==> config.mk <==
export PLATFORM = sky130hd
export DESIGN_NAME = uart_rx_core
export DESIGN_NICKNAME = d
export VERILOG_FILES = /design/src/rtl/uart_pkg.sv /design/src/rtl/sync_ff_chain.sv /design/src/rtl/uart_rx_core.sv
export SDC_FILE = /design/constraint.sdc
export NUM_CORES = 1
export LEC_CHECK = 0
export BUFFER_PORTS_ARGS = -buffer_cell sky130_fd_sc_hd__buf_2
export CAP_MARGIN = 0
export CORE_MARGIN = 2
export CORE_UTILIZATION = 45
export CTS_BUF_LIST = sky130_fd_sc_hd__clkbuf_4 sky130_fd_sc_hd__clkbuf_8 sky130_fd_sc_hd__clkbuf_16
export DETAILED_ROUTE_END_ITERATION = 7
export GPL_TIMING_DRIVEN = 0
export PLACE_DENSITY = 0.66
export RECOVER_POWER = 100
export REMOVE_ABC_BUFFERS = 1
export SYNTH_ARGS = -nofsm -noshare
export SYNTH_HDL_FRONTEND = slang
export SYNTH_SLANG_ARGS = --single-unit
export TNS_END_PERCENT = 5
==> constraint.sdc <==
create_clock -name clk -period 1.7 [get_ports clk]
set_input_delay 0.255 -clock clk [delete_from_list [all_inputs] [get_ports clk]]
set_output_delay 0.255 -clock clk [all_outputs]
set_load 0.02 [all_outputs]
==> src/rtl/uart_pkg.sv <==
// Shared UART definitions: receiver state encoding, data width and default baud divisor.
// The same divisor default is used by the transmitter so that a TX/RX pair matches out of the box.
package uart_pkg;

  localparam int UART_DATA_BITS            = 8;
  localparam int UART_CLKS_PER_BIT_DEFAULT = 217;

  typedef enum logic [2:0] {
    IDLE       = 3'd0,
    START      = 3'd1,
    DATA       = 3'd2,
    STOP       = 3'd3,
    BREAK_WAIT = 3'd4
  } uart_rx_state_e;

endpackage

==> src/rtl/sync_ff_chain.sv <==
// Multi-flop synchroniser for asynchronous inputs; STAGES cycles of latency, resets to all-ones.
// No backpressure: samples every clock.
module sync_ff_chain #(
  parameter int WIDTH  = 1,
  parameter int STAGES = 2
) (
  input  logic             clk,
  input  logic             i_Rst_L,
  input  logic [WIDTH-1:0] d_i,
  output logic [WIDTH-1:0] q_o
);

  logic [STAGES-1:0][WIDTH-1:0] sync_q;

  // Reset to ones so an idle-high line never looks like an edge after reset.
  always_ff @(posedge clk or negedge i_Rst_L) begin
    if (!i_Rst_L) begin
      sync_q <= '1;
    end else begin
      sync_q <= {sync_q[STAGES-2:0], d_i};
    end
  end

  assign q_o = sync_q[STAGES-1];

endmodule

==> src/rtl/uart_rx_core.sv <==
// 8N1 UART receiver; byte strobe lands at the stop-bit centre, about (SYNC_STAGES+1)+HALF+9*CLKS_PER_BIT+1 cycles after the start edge.
// No backpressure: o_RX_DV / o_RX_Frame_Err are single-cycle strobes and o_RX_Byte holds the last good byte.
module uart_rx_core
  import uart_pkg::*;
#(
  parameter int CLKS_PER_BIT = UART_CLKS_PER_BIT_DEFAULT,
  parameter int SYNC_STAGES  = 2
) (
  input  logic                      clk,
  input  logic                      i_Rst_L,
  input  logic                      i_RX_Serial,
  output logic                      o_RX_DV,
  output logic [UART_DATA_BITS-1:0] o_RX_Byte,
  output logic                      o_RX_Frame_Err,
  output logic                      o_RX_Active
);

  localparam int            CW     = $clog2(CLKS_PER_BIT) + 1;
  localparam logic [CW-1:0] HALF_C = CW'((CLKS_PER_BIT - 1) / 2);
  localparam logic [CW-1:0] LAST_C = CW'(CLKS_PER_BIT - 1);
  localparam logic [2:0]    LAST_BIT = 3'(UART_DATA_BITS - 1);

  logic                      rx_s;
  uart_rx_state_e            state_q;
  logic [CW-1:0]             clk_cnt_q;
  logic [2:0]                bit_idx_q;
  logic [UART_DATA_BITS-1:0] shift_q;

  sync_ff_chain #(
    .WIDTH  (1),
    .STAGES (SYNC_STAGES)
  ) u_rx_sync (
    .clk     (clk),
    .i_Rst_L (i_Rst_L),
    .d_i     (i_RX_Serial),
    .q_o     (rx_s)
  );

  always_ff @(posedge clk or negedge i_Rst_L) begin
    if (!i_Rst_L) begin
      state_q        <= IDLE;
      clk_cnt_q      <= '0;
      bit_idx_q      <= '0;
      shift_q        <= '0;
      o_RX_DV        <= 1'b0;
      o_RX_Byte      <= '0;
      o_RX_Frame_Err <= 1'b0;
      o_RX_Active    <= 1'b0;
    end else begin
      o_RX_DV        <= 1'b0;
      o_RX_Frame_Err <= 1'b0;
      case (state_q)
        IDLE: begin
          clk_cnt_q <= '0;
          bit_idx_q <= '0;
          if (!rx_s) begin
            state_q     <= START;
            o_RX_Active <= 1'b1;
          end
        end
        // Re-check the line half a bit in; a short low pulse is discarded silently.
        START: begin
          if (clk_cnt_q == HALF_C) begin
            clk_cnt_q <= '0;
            if (!rx_s) begin
              state_q <= DATA;
            end else begin
              state_q     <= IDLE;
              o_RX_Active <= 1'b0;
            end
          end else begin
            clk_cnt_q <= clk_cnt_q + CW'(1);
          end
        end
        DATA: begin
          if (clk_cnt_q == LAST_C) begin
            clk_cnt_q          <= '0;
            shift_q[bit_idx_q] <= rx_s;
            if (bit_idx_q == LAST_BIT) begin
              bit_idx_q <= '0;
              state_q   <= STOP;
            end else begin
              bit_idx_q <= bit_idx_q + 3'd1;
            end
          end else begin
            clk_cnt_q <= clk_cnt_q + CW'(1);
          end
        end
        // Leave at the stop-bit centre so a start bit straight after it is not missed.
        STOP: begin
          if (clk_cnt_q == LAST_C) begin
            clk_cnt_q   <= '0;
            o_RX_Active <= 1'b0;
            if (rx_s) begin
              o_RX_Byte <= shift_q;
              o_RX_DV   <= 1'b1;
              state_q   <= IDLE;
            end else begin
              o_RX_Frame_Err <= 1'b1;
              state_q        <= BREAK_WAIT;
            end
          end else begin
            clk_cnt_q <= clk_cnt_q + CW'(1);
          end
        end
        // A held-low (break) line must return high before a new start is accepted.
        BREAK_WAIT: begin
          clk_cnt_q <= '0;
          if (rx_s) begin
            state_q <= IDLE;
          end
        end
        default: begin
          state_q     <= IDLE;
          clk_cnt_q   <= '0;
          bit_idx_q   <= '0;
          o_RX_Active <= 1'b0;
        end
      endcase
    end
  end

endmodule

==> results of run 1 <==
## final cells by class
class	count	area [um2]	area share, %
clock buffer	6	76.3	3.60
sequential	36	908	42.9
timing repair buffer	17	81.3	3.84
tap	48	60.1	2.83
clock inverter	2	35.0	1.65
inverter	7	26.3	1.24
multi-input combinational	101	932	44.0
## kinds of logic after synthesis
logic type      after synthesis  synth area share (%)
mux                          18                  11.4
buf+inv                      11                  2.79
flops                        36                  51.6
compound gates               14                  5.58
xor+xnor                      7                  3.51
simple gates                 58                  22.2
fa+ha+maj                     4                  2.86
## state kept, by name, summed over array words and instances (netlist names)
| register | cells |
|---|---|
| o_RX_Frame_Err | 1 |
| u_rx_sync.q_o | 1 |
| clk_cnt_q | 9 |
| o_RX_Active | 1 |
| state_q | 3 |
| u_rx_sync.sync_q | 1 |
| shift_q | 8 |
| o_RX_Byte | 8 |
| o_RX_DV | 1 |
| bit_idx_q | 3 |
## Yosys cell counts, drive strengths merged, types with 2 or more instances
cell type  instances  area share (%)
a211oi             2            0.86
a21oi              5             1.4
and3               2            0.79
clkbuf             3            0.64
dfrtp             34              49
dfstp              2             3.0
ha                 4             2.9
inv                7             1.5
mux2              16              10
mux2i              2             1.1
nand2              7             1.9
nand2b             2            0.72
nand3              8             3.7
nand4              4             1.4
nor2              16             3.4
nor3               2             1.2
nor4               7             2.5
o221ai             2             1.4
xor2               6             3.0
## per-layer routing
layer | up-vias | part of all wire (%) | GRT usage (%)
met3 | 7 | 4.9 | 6.30
met4 | 0 | 2.0 | 6.38
met5 | - | 0 | 0
li1 | 578 | - | -
met2 | 26 | 47 | 26.3
met1 | 592 | 46 | 21.2
## repair_timing
item                       CTS  global route
setup endpoints to repair   16            27
setup buffers                3             1
gates resized for setup     12            14
pin swaps                    5             2
## path summary, 6_finish.rpt
kind / slack, ns / to / from / depth (start not counted)
worst max-delay path: -0.03 / clk_cnt_q[7] / clk_cnt_q[4] / 4
worst min-delay path: 0.06 / o_RX_Byte[2] / i_Rst_L / 1
worst max register to register: -0.03 / clk_cnt_q[7] / clk_cnt_q[4] / 4
worst min register to register: 0.36 / u_rx_sync.q_o / u_rx_sync.sync_q[0] / 0
max in group asynchronous: 1.05 / clk_cnt_q[2] / i_Rst_L / 1
min in group clk: 0.07 / u_rx_sync.sync_q[0] / i_RX_Serial / 1
## through the flow
stage / TNS (ns) / setup slack (ns) / hold slack [ns] / util, % / cells
final: -0.218 / -0.0347 / 0.0556 / 57.5 / 217
after global routing: -1.76 / -0.108 / 0.0534 / 57.5 / 217
after CTS: -0.651 / -0.0995 / 0.0586 / 55.8 / 216
after detailed placement: -3.02 / -0.296 / 0.347 / 50.2 / 205
after global placement: -2.84 / -0.290 / 0.346 / 50.2 / 205
after floorplan: -0.539 / -0.0958 / -0.0406 / - / 144
## power groups by stage
stage               logic [mW]  registers [mW]  clock network (mW)
floorplan              0.00234           0.881                   0
global placement        0.0206           0.883                   0
detailed placement      0.0214           0.883                   0
CTS                     0.0216           0.867               0.755
global route            0.0239           0.867               0.796
finish                  0.0198           0.867               0.741
## critical path: stages (launching register included)
cell and delay, ns:
dfrtp_1 0.47, nor4bb_1 0.48, mux2i_1 0.25, o221ai_4 0.31, nor2_1 0.10
==> flow_metrics.py, run 1 <==
metrics = {
    "timing": {
        "finalSetupViolations": 12,
        "finalMaxSlewViolations": 0,
        "slew_headroom_pct": 43.4,
        "worst_slack_ns": -0.0347,
        "finalCritPeriodShare_pct": 102,
        "period_minus_slack_ns": 1.73,
        "rsz0062_at_grt": "true",
        "worstMarginPinSlew_ns": 0.849,
        "final_hold_viol_count": 0,
        "finalClockSkew_ns": 0.00990,
        "fmax_ghz": 0.576,
    },
    "die": {
        "core_um2": 3690,
        "io_pins": 14,
        "die_height_um": 66.3,
        "die_area_um2": 4400,
        "start_util_pct": 47.4,
        "fp-row-count": 22,
        "die_width_um": 66.3,
    },
    "cts": {
        "numCtsBuffers": 5,
        "cts_max_path_buffers": 2,
        "cts_sinks": 36,
        "insertion_delay_ns": 0.29,
        "htreeDepth": 2,
        "path_clk_slew_ns": 0.07,
        "hold_buffers": 0,
        "ctsRootBufferMaster": "clkbuf_8",
        "cts_tree": "done",
    },
    "yosys": {
        "ys_seq_elements": 36,
        "async_reset_ff_share_pct": 100,
        "synth_edf_count": 0,
        "yosys.cell_types.count": 42,
        "ys.flop_type": "dfrtp_1",
        "synth-seq-area-share_pct": 51.6,
        "syn_inst": 148,
        "syn_area_per_cell_um2": 11.8,
        "syn-cell-area_um2": 1750,
        "yosys_warnings": 0,
    },
    "run": {
        "drv_cap": 0,
    },
    "layout": {
        "nNetsFinal": 175,
        "drive_gt1_share_pct": 32.5,
        "final_cell_mix": "30 x dfrtp_1, 16 x nor2_1, 11 x clkbuf_1",
        "stdcell_area_um2": 2120,
        "insertedDiodeCount": 0,
        "syn2layout_area_growth_pct": 21.2,
        "final_common_cell": "dfrtp_1",
        "nFillCells": 325,
    },
    "pwr": {
        "p_leak_nw": 0.907,
        "p_switching_mw": 0.313,
        "peakVddDrop_mv": 0.510,
        "powerDensity_nw_per_um2": 768,
        "p_int_mw": 1.31,
        "power.total_mw": 1.63,
        "seqPwrFrac_pct": 53.3,
        "p_sw_share_pct": 19.2,
        "clock_power_share_pct": 45.5,
        "combPwrFrac_pct": 1.2,
    },
    "critical_path": {
        "criticalPathCategory": "reg -> reg",
        "path_max_fanout": 9,
        "start_kind": "register",
        "worst_ep_required_time_ns": 1.86,
        "arrival_ns": 1.90,
        "end_kind": "register",
    },
    "detailed_routing": {
        "drt-pass1-iter-count": 4,
        "routedWlPerCell_um": 15.0,
        "drt_iter0_markers": 63,
        "drcViolationCount": 0,
        "vias_per_cell": 5.54,
        "wl_mm": 3.26,
        "route.vias.total": 1203,
        "ant_nets": 0,
    },
    "global_routing": {
        "grt_max_degree": 37,
        "antenna_found_initial": 0,
        "grt_pass1_vias": 1212,
        "grt_usage_pct": 16.9,
        "globalRouteOverflowTotal": 0,
        "grt_pass1_wl_mm": 5.52,
    },
    "placement": {
        "port_buffers": 13,
        "gp_congestion": 0.898,
        "dpl_cell_area_um2": 1850,
        "hpwl_mm": 2.11,
    },
    "status": {
        "outcome": "finished with violations",
        "violations": "negative setup slack",
    },
    "min_path": {
        "hold_path_class": "in -> async",
    },
}
No activity file was read; power rests on OpenSTA's default activity.
==> run 2, diff against run 1 <==
ABC_AREA = 1   (was not set)
CORE_UTILIZATION = 53   (was 45)
PLACE_DENSITY = 0.76   (was 0.66)
RECOVER_POWER = 25   (was 100)
==> flow_metrics.py, run 2 <==
metrics = {
    "yosys": {
        "synthXorXnorAreaFrac_pct": 1.47,
        "netlist.area_leader.share_pct": 47.5,
        "synthSimpleGateAreaFrac_pct": 35.0,
        "synth_compound_area_share_pct": 3.84,
        "yosys.cell_types.count": 23,
        "muxShareOfSynthArea_pct": 0,
        "synth-seq-area-share_pct": 50.4,
        "syn_area_per_cell_um2": 8.26,
        "synth_area_leader_cell": "dfrtp_1",
        "async_reset_ff_share_pct": 100,
        "syn-cell-area_um2": 1790,
        "synthAdderAreaFrac_pct": 2.79,
        "synthTopCellsByArea": "dfrtp_1 47%, nand2_1 15%, nor2_1 5.4%, nand3_1 5.0%, inv_1 3.6%",
        "ys.flop_type": "dfrtp_1",
        "post-synth-top-count-cell": "nand2_1",
        "ys_seq_elements": 36,
        "synth_top_family_by_area": "simple AND/OR/NAND/NOR gates",
        "syn_inst": 217,
        "yosys_warnings": 0,
        "yosys-top-cells-count": "71 x nand2_1, 34 x dfrtp_1, 26 x nor2_1",
        "synth_edf_count": 0,
    },
    "detailed_routing": {
        "vias_per_cell": 4.77,
        "ant_nets": 0,
        "drt-pass1-iter-count": 4,
        "drt_iter0_markers": 65,
        "routedWlPerCell_um": 10.2,
        "drcViolationCount": 0,
        "route.vias.total": 1356,
        "wl_met2_mm": 1.29,
        "routed.top_layer": "met4",
        "wl_mm": 2.90,
        "wl_met1_mm": 1.43,
        "met3WireLength_um": 139,
    },
    "critical_path": {
        "cpPeakStageDelay_ns": 0.42,
        "worst_r2r_startpoint": "clk_cnt_q[0]",
        "crit_slowest_cell": "dfrtp_1",
        "path_cells": "inv_1 -> ha_1 -> nand2_1 -> nor2_1 -> nand2_2 -> nand2_1 -> nand2_1 -> inv_2 -> nand2_1 -> nand2_1 -> nand2_1",
        "cp.depth": 11,
        "path_max_fanout": 7,
        "worst_ep_required_time_ns": 1.93,
        "r2r_cells": 11,
        "path_buf_inv": 2,
        "crit_start": "clk_cnt_q[0]",
        "end_kind": "register",
        "start_kind": "register",
        "arrival_ns": 1.73,
        "cpLargestDelayFamily": "simple AND/OR/NAND/NOR gates",
        "cpMostUsedCell": "nand2_1",
        "criticalPathCategory": "reg -> reg",
    },
    "placement": {
        "hpwl_mm": 2.12,
        "gp_congestion": 0.854,
        "placedCellCount": 275,
        "port_buffers": 13,
    },
    "status": {
        "violations": "negative hold slack",
        "outcome": "finished with violations",
    },
    "layout": {
        "insertedDiodeCount": 0,
        "nNetsFinal": 244,
        "final_util_pct": 60.2,
        "largest-register": "clk_cnt_q",
        "reg.largest.list": "clk_cnt_q (9), o_RX_Byte (8), shift_q (8)",
        "drive_gt1_share_pct": 20.2,
        "fin_cells": 284,
        "final_cell_mix": "71 x nand2_1, 34 x dfrtp_1, 26 x nor2_1",
        "largest_reg_flops": 9,
        "syn2layout_area_growth_pct": 10.2,
        "final_common_cell": "nand2_1",
        "nFillCells": 306,
    },
    "die": {
        "io_pins": 14,
        "die_area_um2": 3860,
        "fp-row-count": 21,
        "core_um2": 3280,
        "die_width_um": 62.2,
        "start_util_pct": 54.6,
        "die_height_um": 62.2,
    },
    "global_routing": {
        "globalRouteOverflowTotal": 0,
        "antenna_found_initial": 0,
        "grt_pass1_wl_mm": 5.38,
        "grt_pass1_vias": 1249,
        "grt_usage_pct": 17.6,
        "grt_max_degree": 37,
    },
    "cts": {
        "path_clk_slew_ns": 0.10,
        "numCtsBuffers": 5,
        "ctsRootBufferMaster": "clkbuf_4",
        "cts_max_path_buffers": 2,
        "insertion_delay_ns": 0.34,
        "hold_buffers": 1,
        "cts_resized": 0,
        "cts_setup_buffers": 0,
        "cts_tree": "done",
        "cts_sinks": 36,
        "htreeDepth": 2,
    },
    "timing": {
        "finalClockSkew_ns": 0.0130,
        "finalCritPeriodShare_pct": 88.0,
        "worstMarginPinSlew_ns": 0.843,
        "rsz0062_at_grt": "false",
        "slew_headroom_pct": 43.8,
        "period_minus_slack_ns": 1.50,
        "fmax_ghz": 0.668,
        "setup_tns_ns": 0,
        "finalMaxSlewViolations": 0,
        "final_hold_viol_count": 1,
        "finalSetupViolations": 0,
        "hold_slack_ns": -0.00105,
    },
    "run": {
        "drv_cap": 0,
    },
    "min_path": {
        "hold_path_class": "in -> async",
    },
    "pwr": {
        "power.total_mw": 1.35,
        "powerDensity_nw_per_um2": 683,
        "p_leak_nw": 1.07,
        "peakVddDrop_mv": 0.427,
    },
}
run 2: per-layer routing:
layer | vias up | track usage, %
met2 | 27 | 27.2
met4 | 0 | 6.94
met3 | 6 | 5.80
met1 | 606 | 23.0
li1 | 717 | -
met5 | - | 0
run 2: path summary, 6_finish.rpt:
path	to	slack (ns)
worst min register to register	u_rx_sync.q_o	0.36
max in group asynchronous	shift_q[4]	1.17
worst max-delay path	state_q[1]	0.20
min in group clk	u_rx_sync.q_o	0.36
worst min-delay path	clk_cnt_q[3]	-0.001
worst max register to register	state_q[1]	0.20
run 2: final cells by class:
class	count	area, um2	share of cell area, %
tap	46	57.6	2.91
clock inverter	1	5.00	0.253
clock buffer	7	52.6	2.66
multi-input combinational	153	773	39.1
inverter	27	109	5.51
timing repair buffer	14	75.1	3.80
sequential	36	903	45.7
run 2: stage by stage:
stage / instance area (um2) / setup slack [ns]
after floorplan: 1790 / 0.354
final: 1980 / 0.204
after CTS: 1980 / 0.195
after detailed placement: 1910 / 0.214
after global routing: 1980 / 0.0222
after global placement: 1910 / 0.253
run 2: logic make-up (layout without fill, tap and decap cells):
group,Yosys count,count (layout)
and+or+nand+nor,133,133
DFF,36,36
buffers and inverters,28,49
AOI/OAI and AO/OA,13,13
adders and majority gates,4,4
xor gates and xnor gates,3,3
run 2: where the power goes:
group	total (mW)	leakage, nW	internal [mW]	switching, mW
registers	0.863	0.476	0.860	0.00311
clock network	0.461	0.0361	0.193	0.268
logic	0.0252	0.554	0.00409	0.0211
total	1.35	1.07	1.06	0.292
==> run 3, diff against run 2 <==
--- a/config.mk
+++ b/config.mk
@@ -11,3 +11,3 @@
 export CORE_MARGIN = 2
-export CORE_UTILIZATION = 53
+export CORE_UTILIZATION = 54
 export CTS_BUF_LIST = sky130_fd_sc_hd__clkbuf_4 sky130_fd_sc_hd__clkbuf_8 sky130_fd_sc_hd__clkbuf_16
@@ -15,3 +15,3 @@
 export GPL_TIMING_DRIVEN = 0
-export PLACE_DENSITY = 0.76
+export PLACE_DENSITY = 0.74
 export RECOVER_POWER = 25
==> constraint.sdc (replaced) <==
create_clock -name clk -period 1.5 [get_ports clk]
set_input_delay 0.3 -clock clk [delete_from_list [all_inputs] [get_ports clk]]
set_output_delay 0.3 -clock clk [all_outputs]
set_load 0.02 [all_outputs]
==> flow_metrics.py, run 3 (synthesized netlist as in run 2, its figures left out) <==
metrics = {
    "status": {
        "outcome": "completed",
    },
    "min_path": {
        "hold_path_class": "in -> async",
    },
    "cts": {
        "cts_tree": "done",
        "ctsRootBufferMaster": "clkbuf_4",
        "cts_max_path_buffers": 2,
        "path_clk_slew_ns": 0.11,
        "hold_buffers": 0,
        "insertion_delay_ns": 0.34,
        "numCtsBuffers": 5,
        "htreeDepth": 2,
        "cts_sinks": 36,
    },
    "critical_path": {
        "criticalPathCategory": "reg -> reg",
        "end_kind": "register",
        "path_max_fanout": 8,
        "worst_r2r_startpoint": "clk_cnt_q[0]",
        "reg2reg_slack_ns": 0.05,
        "r2r_cells": 9,
        "worst_ep_required_time_ns": 1.74,
        "start_kind": "register",
        "arrival_ns": 1.70,
        "r2r_end": "shift_q[4]",
    },
    "run": {
        "drv_cap": 0,
    },
    "detailed_routing": {
        "drt_iter0_markers": 65,
        "routedWlPerCell_um": 11.2,
        "route.vias.total": 1399,
        "vias_per_cell": 4.93,
        "ant_nets": 0,
        "wl_mm": 3.18,
        "drt-pass1-iter-count": 4,
        "drcViolationCount": 0,
    },
    "placement": {
        "gp_congestion": 0.842,
        "port_buffers": 13,
        "hpwl_mm": 2.16,
    },
    "die": {
        "io_pins": 14,
        "die_width_um": 61.6,
        "die_height_um": 61.6,
        "fp-row-count": 20,
        "die_area_um2": 3800,
        "start_util_pct": 57.8,
        "core_um2": 3100,
    },
    "layout": {
        "nFillCells": 276,
        "reg.largest.list": "clk_cnt_q (9), o_RX_Byte (8), shift_q (8)",
        "final_common_cell": "nand2_1",
        "insertedDiodeCount": 0,
        "final_cell_mix": "69 x nand2_1, 32 x dfrtp_1, 24 x nor2_1",
        "largest-register": "clk_cnt_q",
        "syn2layout_area_growth_pct": 15.3,
        "nNetsFinal": 246,
        "drive_gt1_share_pct": 27.1,
        "largest_reg_flops": 9,
    },
    "pwr": {
        "p_leak_nw": 1.08,
        "peakVddDrop_mv": 0.563,
        "power.total_mw": 1.68,
        "powerDensity_nw_per_um2": 814,
    },
    "global_routing": {
        "grt_pass1_wl_mm": 5.29,
        "grt_max_degree": 37,
        "globalRouteOverflowTotal": 0,
        "grt_usage_pct": 19.5,
        "grt_pass1_vias": 1180,
        "antenna_found_initial": 0,
    },
    "timing": {
        "finalSetupViolations": 0,
        "fmax_ghz": 0.688,
        "rsz0062_at_grt": "true",
        "period_minus_slack_ns": 1.45,
        "final_hold_viol_count": 0,
        "finalCritPeriodShare_pct": 96.9,
        "slew_headroom_pct": 43.0,
        "finalClockSkew_ns": 0.00790,
        "worstMarginPinSlew_ns": 0.855,
        "setup_tns_ns": 0,
        "finalMaxSlewViolations": 0,
    },
}
==> run 3: cell count changes in the layout (fill, tap and decap cells not counted), sizes merged <==
cell         before  now
bufinv            0    1
clkbuf            8    6
buf              12   14
dlygate4sd3       1    0
clkinvlp          0    1
nand3            21   22
==> run 3: how the worst max path moves through the flow <==
stage,from,to,slack [ns]
finish,clk_cnt_q[0],shift_q[4],0.05
global route,clk_cnt_q[0],o_RX_Active,-0.1
global placement,clk_cnt_q[0],o_RX_Byte[7],0.04
detailed placement,clk_cnt_q[0],o_RX_Byte[7],0.01
CTS,clk_cnt_q[0],state_q[1],0.001
floorplan,clk_cnt_q[0],state_q[1],0.15
==> run 3: worst max-delay path, stage by stage (launching register included) <==
cell     delay [ns]
dfrtp_1        0.40
inv_1          0.06
ha_2           0.17
nand2_2        0.07
nor2_2         0.10
nand2_2        0.12
nor2_8         0.20
nand3_1        0.12
nand2_1        0.07
o21ai_1        0.05
==> run 3: area by class of cell <==
class | instances | area [um2] | share of cell area, %
clock inverter | 3 | 42.5 | 2.06
tap | 44 | 55.1 | 2.66
timing repair buffer | 15 | 80.1 | 3.87
clock buffer | 5 | 37.5 | 1.82
multi-input combinational | 154 | 835 | 40.4
inverter | 27 | 111 | 5.39
sequential | 36 | 906 | 43.8
==> run 3: what timing repair did <==
action                                  CTS  global route
pin swaps                                 2             6
resized for setup                         0            16
buffers inserted                          0             2
endpoints found under the setup margin    3            31
cloned                                    1             0
==> run 3: metrics by stage <==
step           cell area [um2]  cells  worst slack [ns]  utilization [%]  hold WS [ns]
2_1_floorplan             1790    216             0.154                -       0.00441
3_3_place_gp              1910    273            0.0399             61.4         0.348
3_5_place_dp              1910    273            0.0114             61.4         0.350
4_1_cts                   2000    282           0.00145             64.3        0.0315
5_1_grt                   2070    284           -0.0959             66.6        0.0124
6_report                  2070    284            0.0467             66.6        0.0408
==> run 3: report_power, final <==
group	internal (mW)	total, mW	switching (mW)
Sequential	0.975	0.980	0.00511
Clock	0.347	0.676	0.329
Combinational	0.00324	0.0274	0.0241
Total	1.33	1.68	0.358
==> run 3: routing by layer <==
| metal | vias up | wire (um) | track usage (%) |
|---|---|---|---|
| met5 | - | 0 | 0 |
| met4 | 0 | 79 | 7.29 |
| met3 | 8 | 127 | 6.09 |
| met2 | 24 | 1420 | 27.7 |
| met1 | 639 | 1550 | 27.8 |
| li1 | 728 | - | - |
